### src/rtl/uart_pkg.sv
// uart_pkg: shared widths, divisor defaults and frame-length decode for the UART timing stage
package uart_pkg;

    localparam int DIV_W = 16;
    localparam logic [DIV_W-1:0] DEF_DIV = 16'd433;
    localparam logic [DIV_W-1:0] MIN_DIV = 16'd3;

    typedef enum logic [1:0] {
        BITS5 = 2'd0,
        BITS6 = 2'd1,
        BITS7 = 2'd2,
        BITS8 = 2'd3
    } data_bits_e;

    function automatic logic [3:0] data_bits_to_n(input data_bits_e b);
        return {2'b00, b} + 4'd5;
    endfunction

endpackage

### src/rtl/uart_bit_timer.sv
// uart_bit_timer: one channel's baud counter and saturating data-bit counter
module uart_bit_timer #(
    parameter int               DIV_W      = 16,
    parameter bit               HALF_FIRST = 1'b0,
    parameter logic [DIV_W-1:0] RST_DIV    = '0
) (
    input  logic             clock,
    input  logic             reset,
    input  logic             uart_en_i,
    input  logic             baud_en_i,
    input  logic             bit_en_i,
    input  logic [DIV_W-1:0] div_i,
    input  logic [3:0]       n_i,
    output logic             tick_o,
    output logic             done_o
);
    logic [DIV_W-1:0] cnt_q, cnt_d, idle_div;
    logic [3:0]       bits_q, bits_d;
    logic             run;

    // RX idles at half a period so its first tick samples mid start bit
    always_comb begin
        run      = uart_en_i & baud_en_i;
        idle_div = HALF_FIRST ? (div_i >> 1) : div_i;
        cnt_d    = !run ? idle_div : (cnt_q == '0) ? div_i : cnt_q - DIV_W'(1);
        bits_d   = !run ? 4'd0 : (bit_en_i && bits_q < n_i) ? bits_q + 4'd1 : bits_q;
    end

    always_ff @(posedge clock) begin
        if (reset) begin
            cnt_q  <= HALF_FIRST ? (RST_DIV >> 1) : RST_DIV;
            bits_q <= 4'd0;
        end else begin
            cnt_q  <= cnt_d;
            bits_q <= bits_d;
        end
    end

    assign tick_o = run && (cnt_q == '0);
    assign done_o = uart_en_i && (bits_q == n_i);

endmodule

### src/rtl/uart_baud_timer.sv
// uart_baud_timer: TX/RX baud ticks and data-bits-done flags with a frame-safe shadowed divisor
module uart_baud_timer
    import uart_pkg::*;
#(
    parameter int               DIV_W   = uart_pkg::DIV_W,
    parameter logic [DIV_W-1:0] DEF_DIV = uart_pkg::DEF_DIV,
    parameter logic [DIV_W-1:0] MIN_DIV = uart_pkg::MIN_DIV
) (
    input  logic             clock,
    input  logic             reset,
    input  logic             uart_en,
    input  logic [DIV_W-1:0] baud_div,
    input  logic [1:0]       data_bits,
    input  logic             tx_baud_rate_reg_en,
    input  logic             tx_bit_count_reg_en,
    input  logic             rx_baud_rate_reg_en,
    input  logic             rx_bit_count_reg_en,
    output logic             tx_baud_rate,
    output logic             tx_bit_count,
    output logic             rx_baud_rate,
    output logic             rx_bit_count
);
    logic [DIV_W-1:0] shadow_q, shadow_d;
    logic [3:0]       n;

    // Divisor only follows the CSR while neither channel is mid-frame
    always_comb begin
        shadow_d = (tx_baud_rate_reg_en || rx_baud_rate_reg_en) ? shadow_q :
                   (baud_div < MIN_DIV) ? MIN_DIV : baud_div;
        n        = data_bits_to_n(data_bits_e'(data_bits));
    end

    always_ff @(posedge clock) begin
        if (reset) shadow_q <= DEF_DIV;
        else       shadow_q <= shadow_d;
    end

    uart_bit_timer #(.DIV_W(DIV_W), .HALF_FIRST(1'b0), .RST_DIV(DEF_DIV)) u_tx (
        .clock     (clock),
        .reset     (reset),
        .uart_en_i (uart_en),
        .baud_en_i (tx_baud_rate_reg_en),
        .bit_en_i  (tx_bit_count_reg_en),
        .div_i     (shadow_q),
        .n_i       (n),
        .tick_o    (tx_baud_rate),
        .done_o    (tx_bit_count)
    );

    uart_bit_timer #(.DIV_W(DIV_W), .HALF_FIRST(1'b1), .RST_DIV(DEF_DIV)) u_rx (
        .clock     (clock),
        .reset     (reset),
        .uart_en_i (uart_en),
        .baud_en_i (rx_baud_rate_reg_en),
        .bit_en_i  (rx_bit_count_reg_en),
        .div_i     (shadow_q),
        .n_i       (n),
        .tick_o    (rx_baud_rate),
        .done_o    (rx_bit_count)
    );

endmodule

### config.mk
export PLATFORM = sky130hd
export DESIGN_NAME = uart_baud_timer
export DESIGN_NICKNAME = d
export VERILOG_FILES = /design/src/rtl/uart_pkg.sv /design/src/rtl/uart_bit_timer.sv /design/src/rtl/uart_baud_timer.sv
export SDC_FILE = /design/constraint.sdc
export NUM_CORES = 1
export LEC_CHECK = 0
export ABC_CLOCK_PERIOD_IN_PS = 1700
export CAP_MARGIN = 20
export CORE_ASPECT_RATIO = 1.25
export CORE_MARGIN = 3
export CORE_UTILIZATION = 54
export CTS_BUF_LIST = sky130_fd_sc_hd__clkbuf_8
export CTS_CLUSTER_DIAMETER = 50
export DETAILED_ROUTE_END_ITERATION = 10
export HOLD_SLACK_MARGIN = 0.06
export PLACE_DENSITY = 0.75
export SLEW_MARGIN = 25
export SYNTH_ARGS = -nofsm -noshare
export SYNTH_HDL_FRONTEND = slang
export SYNTH_SLANG_ARGS = --single-unit
### constraint.sdc
create_clock -name clock -period 1.7 [get_ports clock]
set_input_delay 0.17 -clock clock [delete_from_list [all_inputs] [get_ports clock]]
set_output_delay 0.17 -clock clock [all_outputs]
set_load 0.005 [all_outputs]
# --- Word-level counts from Yosys, hierarchy flattened ---
# Index checks and enable logic that the tools add are counted.
totals:
  regBits: 56
  latch_bits: 0
  ram_bits: 0
  mem_bits_ro: 0
  input_bits: 25
  out_inout_bits: 4
  elab_cells: 36
  memories: 0
op_classes:
  addsub: 5
  mul: 0
  n_div: 0
  order_cmp: 3
  n_eq_ne: 2
  shift: 0
  muxes: 5
  bitwise: 4
  n_reduce_logical: 11
ops:
  columns: ["op", "n"]
  rows:
  - ["$mux W16", 4]
  - ["$logic_not A16 Y1", 2]
  - ["$sub A16 B1 Y16 const B", 2]
  - ["$lt A16 B2 Y1 const B", 1]
  - ["$mux W15", 1]
  - ["$add A4 B1 Y4 const B", 2]
  - ["$eq A4 B4 Y1", 2]
  - ["$lt A4 B4 Y1", 2]
  - ["$logic_and A1 B1 Y1", 6]
  - ["$add A2 B3 Y4 const B", 1]
  - ["$reduce_or A2 Y1", 2]
  - ["$and A1 B1 Y1", 2]
  - ["$not A1 Y1", 2]
  - ["$logic_or A1 B1 Y1", 1]

# --- Depth between registers and ports, before layout ---
# Gate-level depths: netlist (run 1).
logic_depth:
  word_depth: 3
  mapped_depth: 9
  depth_no_buf: 8

# --- By module ---
# A second synthesis (run 1) with hierarchy kept.
hier_totals:
  hier_cells: 391
  area_unflattened_um2: 3256.9
modules_own_cells:
  columns: ["module", "n_inst", "cells_each", "area_per_inst_um2", "seq_area_each_um2"]
  rows:
  - ["uart_bit_timer (u_rx)", 1, 176, 1408.9, 400.4]
  - ["uart_bit_timer (u_tx)", 1, 137, 1199.9, 400.4]
  - ["uart_baud_timer", 1, 78, 648.1, 320.3]

# --- Least setup slack after synthesis (run 1) ---
# No wires, ideal clock.
synth_path:
  kind: "input-to-reg"
  startpoint: "input data_bits[0]"
  endpoint: "register u_rx.bits_q[2]"
  setup_time_ps: 60
  arrival_ps: 1757
  required_ps: 1640
  setup_slack_ps: -117
  path_stages: 8
  n_path_buf: 0
  path_cell_list: "ha_1 > inv_1 > ha_1 > nor2b_1 > o21a_1 > o21a_1 > or4_1 > nand2_1"
synth_between:
  elab_chain_len: 3
synth_lines:
  columns: ["element", "line_no", "rtl"]
  rows:
  - ["from (decl)", "uart_baud_timer.sv:13", "input logic [1:0] data_bits,"]
  - ["$add A2 B3 Y4", "uart_pkg.sv:16", "return {2'b00, b} + 4'd5;"]
  - ["$lt A4 B4 Y1", "uart_bit_timer.sv:26", "bits_d = !run ? 4'd0 : (bit_en_i && bits_q < n_i) ? bits_q + 4'd1 : bits_q;"]
  - ["$logic_and A1 B1 Y1", "uart_bit_timer.sv:26", null]
  - ["to (signal assigned)", "uart_bit_timer.sv:35", "bits_q <= bits_d;"]
  - ["to (decl)", "uart_bit_timer.sv:18", "logic [3:0] bits_q, bits_d;"]
# No other way between the ends.
# A chain may end at the register's enable or synchronous reset.

# --- Final worst setup path (run 1) ---
layout_path:
  startpoint: "register u_tx.cnt_q[11]"
  endpoint: "register u_tx.cnt_q[11]"
layout_between:
  elab_chain_len: 3
  word_cells_on_any_way: 4
  cone_classes: "1 x add/sub; 2 x mux; 1 x reduce/logical"
layout_lines:
  columns: ["element", "line_no", "rtl"]
  rows:
  - ["from (decl)", "uart_bit_timer.sv:17", "logic [DIV_W-1:0] cnt_q, cnt_d, idle_div;"]
  - ["from (signal assigned)", "uart_bit_timer.sv:31", "cnt_q <= HALF_FIRST ? (RST_DIV >> 1) : RST_DIV;"]
  - ["from (signal assigned)", "uart_bit_timer.sv:34", "cnt_q <= cnt_d;"]
  - ["$sub A16 B1 Y16 / $logic_not A16 Y1 (equally long branches)", "uart_bit_timer.sv:25", "cnt_d = !run ? idle_div : (cnt_q == '0) ? div_i : cnt_q - DIV_W'(1);"]
  - ["$mux W16 * (2 in a row)", "uart_bit_timer.sv:25", null]
# Every way passes the cells marked *; elsewhere a longest branch is shown, timed or not.

==> results of run 1 <==
==> cells by family after synthesis <==
logic type | count (synthesis) | share of synthesized area (%)
AO/OA/AOI/OAI | 89 | 19.2
XOR/XNOR | 20 | 5.68
adder cells (fa/ha/maj) | 15 | 6.09
buffers and inverters | 26 | 3.29
flip-flops | 56 | 36.4
multiplexers | 5 | 1.62
AND/OR/NAND/NOR | 163 | 27.7
==> per-layer routing <==
layer	track usage [%]	vias to the layer above	wire [um]
met4	10.4	0	333
met5	0	-	0
met3	4.45	35	480
li1	-	1554	-
met1	32.2	1648	3940
met2	50.5	124	5530
==> area by class of cell <==
cell class / count / area [um2] / share of cell area, %
inverter: 10 / 40.0 / 0.881
clock inverter: 2 / 11.3 / 0.248
tap: 64 / 80.1 / 1.76
multi-input combinational: 292 / 2230 / 49.1
timing repair buffer: 112 / 960 / 21.1
sequential: 56 / 1140 / 25.1
clock buffer: 6 / 82.6 / 1.82
==> worst max-delay path: cells and delay by family, from the launching register on <==
kind	cells	cell delay (ps)
flip-flops	1	340
AND/OR/NAND/NOR	3	780
AO/OA/AOI/OAI	1	270
buffers and inverters	2	370
==> sequential cells by signal (all words and copies together), names as in the netlist <==
signal,flops
u_tx.cnt_q,16
u_tx.bits_q,4
u_rx.bits_q,4
shadow_q,16
u_rx.cnt_q,16
==> power groups by stage <==
stage | clock network (mW) | logic [mW] | registers (mW)
6_report | 0.769 | 0.622 | 1.46
5_1_grt | 0.821 | 0.670 | 1.46
4_1_cts | 0.766 | 0.537 | 1.44
3_5_place_dp | 0 | 0.504 | 1.47
3_3_place_gp | 0 | 0.493 | 1.47
2_1_floorplan | 0 | 0.260 | 1.46
==> repair_timing <==
action	4_1_cts	5_1_grt
hold buffers	0	0
endpoints found under the setup margin	30	42
gates resized for setup	46	71
buffers inserted	11	7
cloned	3	1
pin swaps	17	26
==> path summary, 6_finish.rpt <==
path	from	end	slack, ps
worst max-delay path	u_tx.cnt_q[11]	u_tx.cnt_q[11]	-160
worst min-delay path	baud_div[6]	shadow_q[6]	430
worst max register to register	u_tx.cnt_q[11]	u_tx.cnt_q[11]	-160
worst min register to register	u_rx.bits_q[3]	u_rx.bits_q[3]	500
==> cells in the final DEF (no fill, tap or decap), types with 6 or more instances in the layout <==
cell type,count
buf_6,7
nor2_1,26
or3_1,6
nand2_1,53
clkbuf_8,6
o21ai_0,13
clkdlybuf4s50_1,22
a21oi_1,18
o211ai_1,7
a211oi_2,11
ha_1,9
xnor2_1,10
dfxtp_2,7
xor2_1,9
buf_4,73
dfxtp_1,46
nor2_2,9
nand3_1,18
==> reports/qor.yml, run 1 <==
run_status:
  status: "complete, but fails checks"
  violations: "setup timing"
worst_setup_path:
  worstSetupPathType: "flip-flop to flip-flop"
  slowest_stage: "nor4_2"
  cpPeakStageDelay_ps: 390
  setup.worst_path.end_class: "flip-flop"
  crit_chain: "nor4_2, nand4_1, buf_4, nor2b_4, clkbuf_16, a211oi_2"
  worstPathArrival_ps: 2080
  reg2reg_depth: 6
  worstPathMaxFanout: 7
  required_ps: 1920
  start_kind: "flip-flop"
cells_and_area:
  stdcell_count: 542
  area_growth_syn_to_layout_pct: 47.5
  nFillCells: 316
  final_util_pct: 83.0
  fin_area_um2: 4550
  nets: 517
  antenna_cells: 0
  drive_above_1_share_pct: 37.7
clocking:
  clockBufferDepth: 2
  cts_root_buffer: "clkbuf_8"
  clock_latency_ps: 320
  htreeDepth: 2
  cts.sinks: 56
  clk_pin_slew_ps: 100
  cts_tree: "yes"
  cts_made_buffers: 5
detailed_routing:
  ant_nets: 0
  routed_via_density: 6.20
  vias: 3361
  drt-pass1-iter-count: 4
  route.detailed.drc: 0
  route.detailed.wl_per_inst_um: 19.0
  wirelength_um: 10300
  drtIter0Drc: 249
timing:
  worstMarginPinSlew_ps: 474
  fmax_mhz: 538
  holdWs_ps: 431
  final.min_clock_period_ps: 1860
  finalSetupTns_ps: -1760
  finalClockSkew_ps: 18.5
  setup_ws_ps: -157
  min_period_over_period_pct: 109
  hold_viol: 0
  slew_headroom_pct: 68.1
  grt_setup_unrepaired: "yes"
  setup_viol: 22
  finalMaxSlewViolations: 0
power:
  internal_power_mw: 2.02
  p_sw_share_pct: 29.2
  comb_power_share_pct: 21.8
  ir_drop_uv: 430
  net-switching-power_uw: 833
  p_leak_nw: 1.78
  report.power.total_mw: 2.85
  pwr_density_cell_nw_per_um2: 627
  seqPwrFrac_pct: 51.2
  p_clk_share_pct: 27.0
run:
  drv_cap: 0
placement:
  hpwlAfterDp_um: 6320
  finalWeightedCongestion: 0.868
  io_buffers: 28
  placedCellCount: 516
  pre_cts_ws_ps: -572
  place_area_um2: 3950
die:
  io_pins: 29
  rows: 30
  core_um2: 5480
  die_y_um: 90.5
  start_util_pct: 56.3
  dieWidth_um: 73.6
  dieArea_um2: 6660
logic_synthesis:
  synthTopCellsByCount: "56 x dfxtp_1, 55 x nand2_1, 37 x nor2_1, 20 x nand3_1, 19 x a21oi_1"
  synth_area_per_cell_um2: 8.24
  ys.flop_type: "dfxtp_1"
  synth_seq_cells: 56
  synth_cells: 374
  ys_warn_count: 0
  synth_seq_area_share_pct: 36.4
  synth_edf_count: 0
  synthTopCellsByArea: "dfxtp_1 36%, nand2_1 6.7%, ha_1 6.1%, nor2_1 4.5%, nand3_1 3.2%"
  syn_area_um2: 3080
  syn-num-nets: 414
  ys_types: 50
  yosys.cell_count.top_type: "dfxtp_1"
  async_flop_share_pct: 0
  synth_top_area_cell: "dfxtp_1"
  yosysTopAreaCellShare_pct: 36.4
grt:
  grt_pass1_wl_um: 14800
  track_usage_pct: 28.1
  antenna_found_initial: 0
  grt-ovfl-total: 0
  grt_pass1_vias: 3148
  grt_max_degree: 24
worst_hold_path:
  hold_depth: 3
  holdCritPathClass: "input port to flip-flop"
(Power assumes the default switching activity.)
==> inputs of run 2 (changes only) <==
CTS_CLUSTER_DIAMETER = 100   (was 50)
==> results of run 2 <==
The final DEF is identical to that of run 1; final timing and power are the same.
==> inputs of run 3 (changes only) <==
GPL_TIMING_DRIVEN = 0   (was not set)
==> run 3 against run 2 <==
Net effect: the run still ends with setup timing left; clock power is 4.9% lower; first-iteration DRC count shrank 6.8%; cell area shrank 2.9%; combinational power decreased by 10%; worst hold slack worse by 36 ps; sequential share of layout area is 1.4 points higher; count of clock-buffer cells in the layout is 1 lower; global-route usage decreased by 0.14 points; sequential power barely moved.
==> reports/qor.yml, run 3 (synthesized netlist as in run 1, its figures left out) <==
placement:
  finalWeightedCongestion: 0.844  # -2.8%
  placedCellCount: 465  # -9.9%
  pre_cts_ws_ps: -654  # -81.8 ps
  place_area_um2: 3490  # -11%
  hpwlAfterDp_um: 5690  # -10%
  io_buffers: 27  # -3.6%
die:
  rows: 30  # unchanged
  start_util_pct: 56.3  # unchanged
  io_pins: 29  # unchanged
  dieWidth_um: 73.6  # unchanged
  die_y_um: 90.5  # unchanged
  core_um2: 5480  # unchanged
  dieArea_um2: 6660  # unchanged
run:
  drv_cap: 0  # unchanged
grt:
  antenna_found_initial: 0  # unchanged
  grt_pass1_wl_um: 14700  # -0.89%
  grt_max_degree: 18  # -25%
  grt-ovfl-total: 0  # unchanged
  track_usage_pct: 28.0  # -0.14 points
  grt_pass1_vias: 3055  # -3.0%
cells_and_area:
  drive_above_1_share_pct: 35.7  # -2.0 points
  final_common_cell: "nand2_1"
  fin_area_um2: 4420  # -2.9%
  antenna_cells: 0  # unchanged
  area_growth_syn_to_layout_pct: 43.2
  nets: 479  # -7.4%
  nFillCells: 317  # +0.32%
  layout_common_cells: "53 x nand2_1, 37 x dfxtp_1, 24 x buf_4, 23 x nor2_1, 21 x clkdlybuf4s50_1"
  stdcell_count: 504  # -7.0%
  top_regs: "shadow_q: 16 flops, u_rx.cnt_q: 16 flops, u_tx.cnt_q: 16 flops"
clocking:
  cts.sinks: 56  # unchanged
  cts_made_buffers: 5  # unchanged
  cts_root_buffer: "clkbuf_8"
  clk_pin_slew_ps: 110  # about the same
  ctsHoldBuffers: 0  # unchanged
  clock_latency_ps: 310  # about the same
  htreeDepth: 2  # unchanged
  clockBufferDepth: 2  # unchanged
  cts_tree: "yes"
detailed_routing:
  dr_wl_met3_um: 443  # -7.7%
  drtIter0Drc: 232  # -6.8%
  highest_layer: "met4"
  drt-pass1-iter-count: 4  # unchanged
  route.detailed.wl_per_inst_um: 19.0  # about the same
  route.detailed.drc: 0  # unchanged
  wl_met1_um: 3680  # -6.7%
  ant_nets: 0  # unchanged
  routed_via_density: 6.15  # -0.81%
  wirelength_um: 9550  # -7.1%
  routed-wl-met2_um: 5030  # -9.1%
  vias: 3100  # -7.8%
timing:
  holdWs_ps: 395  # -36.0 ps
  setup_ws_ps: -176  # -18.3 ps
  setup_viol: 25  # +14%
  grt_setup_unrepaired: "yes"
  slew_headroom_pct: 64.5  # -3.7 points
  min_period_over_period_pct: 110  # +1.1 points
  finalClockSkew_ps: 11.6  # -6.89 ps
  fmax_mhz: 533  # -0.98%
  final.min_clock_period_ps: 1880  # +18.3 ps
  hold_viol: 0  # unchanged
  finalMaxSlewViolations: 0  # unchanged
  worstMarginPinSlew_ps: 533  # +59.4 ps
worst_setup_path:
  path_buf_inv: 1  # -1
  worstPathMaxFanout: 3  # -4
  r2r_slack_ps: -180  # -20 ps
  required_ps: 1950  # +30 ps
  cpPeakStageDelay_ps: 550  # +160 ps
  start_kind: "flip-flop"
  slowest_stage: "or4_4"
  crit_chain: "buf_4, or4_4, nor4_4, xor2_2, mux2i_1, o21ai_1"
  worstPathArrival_ps: 2130  # +50 ps
  worstSetupPathType: "flip-flop to flip-flop"
  setup.worst_path.end_class: "flip-flop"
  path_delay_family: "simple AND/OR/NAND/NOR gates"
worst_hold_path:
  holdCritPathClass: "input port to flip-flop"
power:
  report.power.total_mw: 2.77  # -2.9%
  pwr_density_cell_nw_per_um2: 627  # about the same
  ir_drop_uv: 761  # +77%
  p_leak_nw: 1.61  # -9.5%
run_status:
  status: "complete, but fails checks"
  violations: "setup timing"
-- run 3: path summary, 6_finish.rpt --
path	startpoint	to	cells after the start
setup reg to reg	u_rx.cnt_q[1]	u_rx.cnt_q[7]	6
hold reg to reg	u_tx.bits_q[2]	u_tx.bits_q[2]	2
hold / removal	uart_en	u_tx.cnt_q[7]	3
setup / recovery	u_rx.cnt_q[1]	u_rx.cnt_q[7]	6
-- run 3: worst register-to-register path, cell delays in order (launching register included) --
cell,delay [ps]
dfxtp_2,350
buf_4,150
or4_4,550
nor4_4,260
xor2_2,270
mux2i_1,130
o21ai_1,120
-- run 3: repair_timing --
action                                  CTS  global route
endpoints found under the setup margin   40            44
setup buffers                            16            16
pin swaps                                20            31
gates cloned                              3             0
resized for setup                       107            70
-- run 3: metrics by stage --
stage                     util [%]  TNS [ps]
after floorplan                  -     -8.18
after global placement        63.7    -13600
after detailed placement      63.7    -14530
after CTS                     74.5     -1440
after global routing          80.6     -3880
final                         80.6     -1920
-- run 3: power by group --
| part | total (mW) | switching (mW) | internal (mW) | leakage, nW |
|---|---|---|---|---|
| clock network | 0.731 | 0.443 | 0.289 | 0.0455 |
| registers | 1.48 | 0.112 | 1.37 | 0.465 |
| logic | 0.559 | 0.283 | 0.276 | 1.10 |
-- run 3: metal layers --
layer  up-vias  GRT usage, %
met3        32          3.67
met4         0          12.4
met1      1469          33.7
met5         -             0
li1       1486             -
met2       113          48.0
-- run 3: area by class of cell --
class	count	area (um2)	area share (%)
sequential	56	1170	26.5
clock buffer	5	68.8	1.56
inverter	10	53.8	1.22
buffer	13	85.1	1.93
clock inverter	3	20.0	0.453
timing repair buffer	61	579	13.1
tap	64	80.1	1.81
multi-input combinational	292	2360	53.4
